`src/rtl/dct_pkg.sv`:
```
// Shared constants for the DCT quantize/zigzag stage: JPEG luminance table,
// its Q16 reciprocals, the zigzag scan order and the read-side FSM states.
package dct_pkg;

  localparam int BLOCK_SIZE = 64;

  // JPEG Annex K luminance quantization table, row-major.
  localparam int unsigned QTABLE [BLOCK_SIZE] = '{
    16, 11, 10, 16, 24, 40, 51, 61,
    12, 12, 14, 19, 26, 58, 60, 55,
    14, 13, 16, 24, 40, 57, 69, 56,
    14, 17, 22, 29, 51, 87, 80, 62,
    18, 22, 37, 56, 68, 109, 103, 77,
    24, 35, 55, 64, 81, 104, 113, 92,
    49, 64, 78, 87, 103, 121, 120, 101,
    72, 92, 95, 98, 112, 100, 103, 99
  };

  // round(65536 / QTABLE[k]), row-major.
  localparam int unsigned RECIP [BLOCK_SIZE] = '{
    4096, 5958, 6554, 4096, 2731, 1638, 1285, 1074,
    5461, 5461, 4681, 3449, 2521, 1130, 1092, 1192,
    4681, 5041, 4096, 2731, 1638, 1150,  950, 1170,
    4681, 3855, 2979, 2260, 1285,  753,  819, 1057,
    3641, 2979, 1771, 1170,  964,  601,  636,  851,
    2731, 1872, 1192, 1024,  809,  630,  580,  712,
    1337, 1024,  840,  753,  636,  542,  546,  649,
     910,  712,  690,  669,  585,  655,  636,  662
  };

  // Zigzag scan: ZZ[r] is the row-major index emitted at output position r.
  localparam int unsigned ZZ [BLOCK_SIZE] = '{
     0,  1,  8, 16,  9,  2,  3, 10, 17, 24, 32, 25, 18, 11,  4,  5,
    12, 19, 26, 33, 40, 48, 41, 34, 27, 20, 13,  6,  7, 14, 21, 28,
    35, 42, 49, 56, 57, 50, 43, 36, 29, 22, 15, 23, 30, 37, 44, 51,
    58, 59, 52, 45, 38, 31, 39, 46, 53, 60, 61, 54, 47, 55, 62, 63
  };

  typedef enum logic {
    StIdle,
    StDrain
  } rd_state_e;

endpackage

```
`src/rtl/dct_quant_zigzag_ram.sv`:
```
// Ping-pong coefficient store: two 64-entry banks, one write port and one
// registered read port, each with its own bank select.
module qz_pingpong_ram
  import dct_pkg::*;
#(
  parameter int WIDTH = 12
) (
  input  logic             clk,
  input  logic             wr_en,
  input  logic             wr_bank,
  input  logic [5:0]       wr_addr,
  input  logic [WIDTH-1:0] wr_data,
  input  logic             rd_en,
  input  logic             rd_bank,
  input  logic [5:0]       rd_addr,
  output logic [WIDTH-1:0] rd_data
);

  logic [WIDTH-1:0] mem [2*BLOCK_SIZE];

  // Write and synchronous read; the bank select is the address MSB.
  always_ff @(posedge clk) begin
    if (wr_en) mem[{wr_bank, wr_addr}] <= wr_data;
    if (rd_en) rd_data <= mem[{rd_bank, rd_addr}];
  end

endmodule

```
`src/rtl/dct_quant_zigzag.sv`:
```
// Quantizes row-major 8x8 DCT blocks with the JPEG luminance table and
// re-emits them in zigzag order through a ping-pong buffer.
// Optional feature: define QZ_ZERO_CNT_EN to add o_zero_cnt, the number of
// zero quantized values in the block, valid with o_last.
module dct_quant_zigzag
  import dct_pkg::*;
#(
  parameter int DATA_WIDTH_IN  = 16,
  parameter int DATA_WIDTH_OUT = 12,
  parameter int RECIP_WIDTH    = 17
) (
  input  logic                             i_clk,
  input  logic                             i_rst,
  input  logic                             i_valid,
  input  logic signed [DATA_WIDTH_IN-1:0]  i_data,
  output logic                             o_valid,
  output logic signed [DATA_WIDTH_OUT-1:0] o_data,
  output logic                             o_last
`ifdef QZ_ZERO_CNT_EN
  ,
  output logic [6:0]                       o_zero_cnt
`endif
);

  localparam int MAG_W  = DATA_WIDTH_IN - 1;
  // One spare bit so the rounding add cannot overflow.
  localparam int PROD_W = MAG_W + RECIP_WIDTH + 1;
  localparam int QW     = PROD_W - 16;
  localparam logic [QW-1:0] POS_LIMIT = QW'(2 ** (DATA_WIDTH_OUT - 1) - 1);
  localparam logic [QW-1:0] NEG_LIMIT = QW'(2 ** (DATA_WIDTH_OUT - 1));
  localparam logic signed [DATA_WIDTH_OUT-1:0] OUT_MAX = {1'b0, {(DATA_WIDTH_OUT-1){1'b1}}};
  localparam logic signed [DATA_WIDTH_OUT-1:0] OUT_MIN = {1'b1, {(DATA_WIDTH_OUT-1){1'b0}}};

  // Input side
  logic [5:0]               wr_idx;
  logic [DATA_WIDTH_IN-1:0] in_abs;
  logic [MAG_W-1:0]         in_mag;
  logic                     s1_valid, s1_neg;
  logic [MAG_W-1:0]         s1_mag;
  logic [RECIP_WIDTH-1:0]   s1_recip;
  logic [5:0]               s1_k;
  logic [PROD_W-1:0]        prod;
  logic [QW-1:0]            q;
  logic signed [DATA_WIDTH_OUT-1:0] qsat;
  logic                     s2_valid;
  logic signed [DATA_WIDTH_OUT-1:0] s2_data;
  logic [5:0]               s2_k;

  // Bank bookkeeping and read side
  logic                     wr_last, wbank_q, rbank_q;
  logic [1:0]               full_q, full_now, full_d;
  rd_state_e                state_q;
  logic [5:0]               r_q, rd_addr;
  logic                     rd_en, rd_done, rd_en_q, last_q;
  logic [DATA_WIDTH_OUT-1:0] rd_data;

  // Magnitude of the incoming coefficient; the most negative code saturates.
  always_comb begin
    in_abs = i_data[DATA_WIDTH_IN-1] ? -i_data : i_data;
    in_mag = in_abs[DATA_WIDTH_IN-1] ? '1 : in_abs[MAG_W-1:0];
  end

  // S1: capture sign, magnitude, reciprocal and row-major index per beat.
  always_ff @(posedge i_clk) begin
    if (!i_rst) begin
      wr_idx   <= '0;
      s1_valid <= 1'b0;
      s1_neg   <= 1'b0;
      s1_mag   <= '0;
      s1_recip <= '0;
      s1_k     <= '0;
    end else begin
      s1_valid <= i_valid;
      if (i_valid) begin
        s1_neg   <= i_data[DATA_WIDTH_IN-1];
        s1_mag   <= in_mag;
        s1_recip <= RECIP_WIDTH'(RECIP[wr_idx]);
        s1_k     <= wr_idx;
        wr_idx   <= wr_idx + 6'd1;
      end
    end
  end

  // Reciprocal multiply, round half away from zero, restore sign, saturate.
  always_comb begin
    prod = PROD_W'(s1_mag) * PROD_W'(s1_recip);
    q    = QW'((prod + PROD_W'(32'h8000)) >> 16);
    if (s1_neg) qsat = (q > NEG_LIMIT) ? OUT_MIN : -DATA_WIDTH_OUT'(q);
    else        qsat = (q > POS_LIMIT) ? OUT_MAX : DATA_WIDTH_OUT'(q);
  end

  // S2: register the quantized value; it is written to the RAM next edge.
  always_ff @(posedge i_clk) begin
    if (!i_rst) begin
      s2_valid <= 1'b0;
      s2_data  <= '0;
      s2_k     <= '0;
    end else begin
      s2_valid <= s1_valid;
      if (s1_valid) begin
        s2_data <= qsat;
        s2_k    <= s1_k;
      end
    end
  end

  assign wr_last = s2_valid && (s2_k == 6'(BLOCK_SIZE - 1));
  assign rd_en   = (state_q == StDrain);
  assign rd_done = rd_en && (r_q == 6'(BLOCK_SIZE - 1));
  assign rd_addr = 6'(ZZ[r_q]);

  // full_now includes a block completing this cycle, so the reader can start
  // (or chain) without waiting a cycle for the flag to register.
  always_comb begin
    full_now = full_q;
    if (wr_last) full_now[wbank_q] = 1'b1;
    full_d = full_now;
    if (rd_done) full_d[rbank_q] = 1'b0;
  end

  // Bank-full flags and write bank select.
  always_ff @(posedge i_clk) begin
    if (!i_rst) begin
      full_q  <= '0;
      wbank_q <= 1'b0;
    end else begin
      full_q <= full_d;
      if (wr_last) wbank_q <= ~wbank_q;
    end
  end

`ifdef QZ_ZERO_CNT_EN
  logic [6:0] zcnt_q [2];
  logic [6:0] zc_pipe_q;
  logic [6:0] s2_is_zero;
  assign s2_is_zero = {6'd0, (s2_data == '0)};

  // Per-bank zero count, restarted by the first write of each block.
  always_ff @(posedge i_clk) begin
    if (!i_rst) begin
      zcnt_q[0] <= '0;
      zcnt_q[1] <= '0;
    end else if (s2_valid) begin
      if (s2_k == 6'd0) zcnt_q[wbank_q] <= s2_is_zero;
      else              zcnt_q[wbank_q] <= zcnt_q[wbank_q] + s2_is_zero;
    end
  end
`endif

  // Read FSM plus the two-stage output pipeline (RAM read, output register).
  always_ff @(posedge i_clk) begin
    if (!i_rst) begin
      state_q <= StIdle;
      r_q     <= '0;
      rbank_q <= 1'b0;
      rd_en_q <= 1'b0;
      last_q  <= 1'b0;
      o_valid <= 1'b0;
      o_data  <= '0;
      o_last  <= 1'b0;
`ifdef QZ_ZERO_CNT_EN
      zc_pipe_q  <= '0;
      o_zero_cnt <= '0;
`endif
    end else begin
      rd_en_q <= rd_en;
      last_q  <= rd_done;
      o_valid <= rd_en_q;
      o_last  <= last_q;
      o_data  <= rd_en_q ? rd_data : '0;
`ifdef QZ_ZERO_CNT_EN
      if (rd_done) zc_pipe_q  <= zcnt_q[rbank_q];
      if (last_q)  o_zero_cnt <= zc_pipe_q;
`endif
      unique case (state_q)
        StIdle: begin
          if (full_now[rbank_q]) begin
            state_q <= StDrain;
            r_q     <= '0;
          end
        end
        StDrain: begin
          r_q <= r_q + 6'd1;
          if (rd_done) begin
            rbank_q <= ~rbank_q;
            if (!full_now[~rbank_q]) state_q <= StIdle;
          end
        end
      endcase
    end
  end

  qz_pingpong_ram #(
    .WIDTH(DATA_WIDTH_OUT)
  ) u_ram (
    .clk    (i_clk),
    .wr_en  (s2_valid),
    .wr_bank(wbank_q),
    .wr_addr(s2_k),
    .wr_data(s2_data),
    .rd_en  (rd_en),
    .rd_bank(rbank_q),
    .rd_addr(rd_addr),
    .rd_data(rd_data)
  );

`ifndef SYNTHESIS
  // A block must never land in a bank that is still waiting to drain.
  always_ff @(posedge i_clk) begin
    if (i_rst && s2_valid) assert (!full_q[wbank_q]);
  end
`endif

endmodule

```
`config.mk`:
```
export PLATFORM = sky130hd
export DESIGN_NAME = dct_quant_zigzag
export DESIGN_NICKNAME = d
export VERILOG_FILES = /design/src/rtl/dct_pkg.sv /design/src/rtl/dct_quant_zigzag_ram.sv /design/src/rtl/dct_quant_zigzag.sv
export SDC_FILE = /design/constraint.sdc
export NUM_CORES = 2
export LEC_CHECK = 0
export CAP_MARGIN = 10
export CORE_MARGIN = 2
export CORE_UTILIZATION = 68
export CTS_CLUSTER_SIZE = 14
export DETAILED_ROUTE_END_ITERATION = 10
export GPL_TIMING_DRIVEN = 0
export HOLD_SLACK_MARGIN = 0.15
export PLACE_DENSITY = 0.88
export SETUP_SLACK_MARGIN = 0.4
export SYNTH_ARGS = -nofsm -noshare
export SYNTH_HDL_FRONTEND = slang
export SYNTH_SLANG_ARGS = --single-unit
```
`constraint.sdc`:
```
create_clock -name i_clk -period 18 [get_ports i_clk]
set_input_delay 3.6 -clock i_clk [delete_from_list [all_inputs] [get_ports i_clk]]
set_output_delay 3.6 -clock i_clk [all_outputs]
set_load 0.03 [all_outputs]
```
# After elaboration in Yosys (flattened, before gate mapping)
# Memory sizes are Yosys's and may differ from the RTL's. A register that Yosys moved wholly into a read port is not among the register bits.
# Cells that the tools add are included.
[word_totals]
memories = 3
mem_bits_ro = 4096
mem_bits_rw = 1536
register_bits = 75
output_inout_bits = 14
inputBits = 19
elab_cells = 78
[mem_list]
columns = ["name", "depth", "width", "read_ports", "rd_clocked_by_memory_dff", "wr", "line_no", "text"]
rows = [
  ["(name not given)", 64, 32, 1, 0, 0, "dct_quant_zigzag.sv:110", "assign rd_addr = 6'(ZZ[r_q]);"],
  ["(name not given)", 64, 32, 1, 1, 0, "dct_quant_zigzag.sv:77", "s1_recip <= RECIP_WIDTH'(RECIP[wr_idx]);"],
  ["u_ram.mem", 128, 12, 1, 1, 1, "dct_quant_zigzag_ram.sv:19", "logic [WIDTH-1:0] mem [2*BLOCK_SIZE];"],
]
[op_classes]
n_addsub = 5
eq_ne = 3
mux = 25
n_reduce_logical = 7
magnitude_cmp = 8
n_mul = 1
n_bitwise = 8
[op_table]
columns = ["op", "count"]
rows = [
  ["$mux 12", 3],
  ["$add 32x16->33 const B", 1],
  ["$mul 15x17->32", 1],
  ["$mux 6", 3],
  ["$gt 17x11->1 const B", 1],
  ["$gt 17x12->1 const B", 1],
  ["$mux 16", 1],
  ["$neg 16->16", 1],
  ["$mux 15", 1],
  ["$not 6->7", 2],
  ["$add 6x1->6 const B", 2],
  ["$eq 6x6->1 const B", 2],
  ["$neg 12->12", 1],
  ["$pmux 6 s2", 1],
  ["$mux 1", 11],
  ["$ge 7x7->1 const B", 1],
  ["$lt 1x2->1 const B", 3],
  ["$logic_and 1x1->1", 4],
  ["$mux 2", 2],
  ["$reduce_and 2->1", 2],
  ["$not 1->1", 3],
  ["$and 2x2->2", 1],
  ["$demux 1 s1", 2],
  ["$ge 1x1->1 const B", 2],
  ["other kinds (5)", 5],
]

# Logic depth before layout (Yosys ltp)
[depth]
word_depth = 11
mapped_depth = 27
depth_no_buf = 26

# Hierarchy
# From an unflattened synthesis, not the netlist that was laid out.
[unflattened]
cells_unflattened = 3868
area_unflattened_um2 = 71658.7
[modules_own_cells]
columns = ["mod", "cells_per_inst", "n_inst", "area_each_um2"]
rows = [
  ["qz_pingpong_ram", 2362, 1, 59248.1],
  ["dct_quant_zigzag", 1506, 1, 12410.7],
]

# Worst setup path after synthesis
# OpenSTA, ideal clock, no wires.
[synth_path]
path_kind = "reg-to-reg"
start = "reg s1_recip[9]"
end = "reg s2_data[11]"
arrival_ns = 6.704
required_time_ns = 17.877
n_path_buf = 1
synth_period_minus_slack_ns = 6.827
setup_slack_ns = 11.173
stages_incl_launch_ff = 26
setup_time_ns = 0.123
cell_sequence = "dfxtp_1 -> clkbuf_1 -> nand2_1 -> fa_1 -> fa_1 -> inv_1 -> fa_1 -> inv_1 -> fa_1 -> inv_1 -> fa_1 -> inv_1 -> fa_1 -> inv_1 -> ha_1 -> a21oi_1 -> o21ai_0 -> a311o_1 -> o211ai_1 -> ha_1 -> inv_1 -> nor4_2 -> nand3_1 -> a211oi_4 -> nand2_1 -> a32o_1"
[synth_between]
elab_chain_len = 5
word_cells_on_any_way = 8
[synth_lines]
columns = ["element", "line_no", "text"]
rows = [
  ["start, declared", "dct_quant_zigzag.sv:40", "logic [RECIP_WIDTH-1:0] s1_recip;"],
  ["$mul 15x17->32 *", "dct_quant_zigzag.sv:86", "prod = PROD_W'(s1_mag) * PROD_W'(s1_recip);"],
  ["$add 32x16->33 *", "dct_quant_zigzag.sv:87", "q = QW'((prod + PROD_W'(32'h8000)) >> 16);"],
  ["$gt 17x11->1 (tied with other cells)", "dct_quant_zigzag.sv:89", "else qsat = (q > POS_LIMIT) ? OUT_MAX : DATA_WIDTH_OUT'(q);"],
  ["$mux 12, on equally long branches", "dct_quant_zigzag.sv:89, dct_quant_zigzag.sv:88", ""],
  ["$mux 12 *", "dct_quant_zigzag.sv:88", "if (s1_neg) qsat = (q > NEG_LIMIT) ? OUT_MIN : -DATA_WIDTH_OUT'(q);"],
  ["end signal, assigned", "dct_quant_zigzag.sv:101", "s2_data <= qsat;"],
  ["end, declared", "dct_quant_zigzag.sv:46", "logic signed [DATA_WIDTH_OUT-1:0] s2_data;"],
]
# Every way passes the cells marked *; elsewhere a longest branch is shown, timed or not.
# A chain may end at the register's enable or synchronous reset.

# Worst setup path after layout
[layout_path]
start = "reg s1_recip[6]"
end = "reg s2_data[11]"
# Same word-level chain as after synthesis.

==> reports/results.ini <==
[global_routing]
grt_usage = 0.404
grt_max_degree = 87
grt_pass1_vias = 47100
overflow = 0
antenna_found_initial = 13
grt_pass1_wl_mm = 322

[critical_path]
crit_top_cell = fa_1
reg2regPathDepth = 24
crit_chain = clkbuf_1, nand2_1, fa_1, fa_1, fa_1, inv_1, fa_1, fa_1, inv_1, fa_1, inv_1, ha_1, nand4_1, o221ai_1, nand2_1, a21boi_0, or2_2, ha_1, inv_1, nor4_2, nand3_1, a211oi_4, nand2_1, a32o_1
rrSetupSlack_ps = 9890
start_kind = register
critical_path_arrival_ps = 8760
path_buf_inv = 5
crit_path_top_delay_cell = dfxtp_1
end_kind = register
path_max_fanout = 10
r2r_end = s2_data[11]
r2r_start = s1_recip[6]
crit_type = register to register
cpPeakStageDelay_ps = 630
path_delay_family = adder cells
required_ps = 18650

[floorplan]
die-area_mm2 = 0.112
pin_count = 33
fp-row-count = 121
fp.dieW_um = 334
core_area_mm2 = 0.109
start_util = 0.684
die_h_um = 334

[clock_network]
cts_made_buffers = 161
cts_tree = yes
postCtsHoldBufs = 0
clockBufferDepth = 3
cts_resized = 0
clock_sinks = 1636
clk_latency_ps = 810
postCtsSetupBuffers = 0
clk_pin_slew_worst_paths_ps = 60
htree_levels = 4
ctsRootBufferMaster = clkbuf_16

[worst_hold_path]
hold_end = o_last
min_from = last_q
hp-class = register to register
hold_depth = 1

[synthesis]
avgSynthCellArea_um2 = 14.6
synth_common_cells = edfxtp_1, mux2i_1, nand2_1, nor2_1, inv_1
synthDistinctLibCells = 82
yosysWarnings = 0
synth_nets = 5379
synth.most_common_cell = edfxtp_1
synth_top_cell_area_share = 0.626
synth_cells = 5082
synth_area_leaders = edfxtp_1, mux2i_1, fa_1, mux4_2, nand2_1
synthFlopType = edfxtp_1
syn-cell-area_mm2 = 0.0742
synth_edf_count = 1548
async_reset_ff_frac = 0
synth-seq-cells = 1636
synth-seq-area-share = 0.650
synth_largest_area_cell = edfxtp_1

[timing]
drv_slew = 19
whs_ps = 456
finalSetupViolations = 0
fin_crit_ps = 8110
hold_viol_final = 0
fmax_mhz = 123
tightest_slew_ps = 1590
clock_skew_ps = 55.6
slew_headroom = -0.0857
tns_ps = 0
min_period_over_period = 0.451
rsz0062_at_grt = no

[drt]
wire_per_inst_um = 32.9
drt_pass1_iterations = 7
via_per_inst = 7.08
route.vias.total = 48800
ant_nets = 0
totalWireLength_mm = 227
drc = 0
first_iter_violations = 8665

[power]
seqPwrFrac = 0.539
p_clk_frac = 0.410
p_leak_nw = 28.9
p_int_mw = 6.15
switchingPower_mw = 1.80
swShare = 0.226
power_density_mw_per_mm2 = 96.4
ir_worst_vdd_mv = 0.0958
power_frac_comb = 0.051
finalPower_mw = 7.95

[placed_design]
place_area_mm2 = 0.0771
io_buffers = 31
dp_hpwl_mm = 151
gp_congestion = 1.07

[run]
drv_cap = 6

[run_status]
violations = max-capacitance violations, max-slew violations
status = finished, violations left

[layout]
drive_gt1_frac = 0.106
final_nets = 5653
post-route-util = 0.760
area_delta_synth_final_pct = 11.1
final_area_mm2 = 0.0825

## sequential cells by signal (all words and copies together), names as in the netlist, 2 cells and up
name / flops
full_q: 2
s1_k: 6
u_ram.mem: 1536
s2_k: 6
wr_idx: 6
s1_recip: 13
u_ram.rd_data: 12
o_data: 12
s1_mag: 15
r_q: 6
s2_data: 12
## kinds of logic after synthesis
logic type,Yosys count,share of synthesized area
flip-flops,1636,0.650
AND/OR/NAND/NOR,1192,0.0729
AO/OA/AOI/OAI,732,0.0690
multiplexers,708,0.112
buffers and inverters,503,0.0308
adder cells (fa/ha/maj),278,0.0612
XOR/XNOR,33,0.00389
## area by class of cell
class                   instances  area, µm²
flip-flops and latches       1636      48300
multi-input cells            2943      23800
clock inverters                74        682
inverters                     206        773
diodes                          7       17.5
fillers                      6181      26100
clock buffers                 212       4350
repair buffers                111       1310
plain buffers                 297       1510
well taps                    1414       1770
## cell usage in the layout, fill, tap and decap left out, types with 45 or more instances in the layout
cell / synthesis / layout
a2111oi_0: 72 / 62
inv_1: 203 / 203
mux2i_1: 602 / 602
a211oi_1: 106 / 106
nand2_1: 539 / 539
clkbuf_16: 0 / 163
and2_1: 100 / 100
edfxtp_1: 1548 / 1548
buf_4: 48 / 73
clkbuf_1: 142 / 182
a22oi_1: 51 / 51
a21o_1: 73 / 73
nor2_1: 237 / 228
nor3_1: 50 / 47
nor4_1: 45 / 45
a21oi_1: 198 / 198
o21ai_0: 66 / 66
fa_1: 142 / 142
dfxtp_1: 88 / 76
ha_1: 136 / 136
buf_2: 67 / 71
nand3_1: 85 / 85
mux4_2: 99 / 99
## how the worst max path moves through the flow
stage               cells past startpoint    startpoint  slack [ps]          end
finish                                 24   s1_recip[6]        9890  s2_data[11]
global route                           24   s1_recip[6]        9510  s2_data[11]
CTS                                    24   s1_recip[6]        9940  s2_data[11]
detailed placement                     24   s1_recip[6]        9990  s2_data[11]
global placement                       23  s1_recip[12]        9960  s2_data[11]
floorplan                              25   s1_recip[9]       11170  s2_data[11]
## power by group through the flow
stage	clock network (mW)	registers [mW]	logic, mW
floorplan	0	4.37	0.211
global placement	0	4.46	0.286
detailed placement	0	4.36	0.388
CTS	3.25	4.28	0.393
global route	3.39	4.28	0.435
finish	3.26	4.28	0.402
## layer usage
metal | track usage | part of all wire | wire length [µm] | vias up
li1 | - | - | - | 19800
met1 | 0.527 | 0.34 | 77700 | 24000
met2 | 0.606 | 0.45 | 101000 | 4158
met3 | 0.131 | 0.14 | 32500 | 899
met4 | 0.226 | 0.067 | 15300 | 14
met5 | 0.00174 | 0.00055 | 125 | -
## metrics by stage
step	setup slack, ps	cells
after floorplan	11170	5082
after CTS	9940	6858
after detailed placement	9990	6572
after global routing	9510	6893
final	9890	6900
after global placement	9960	6527
Power figures use the tool's default switching activity.
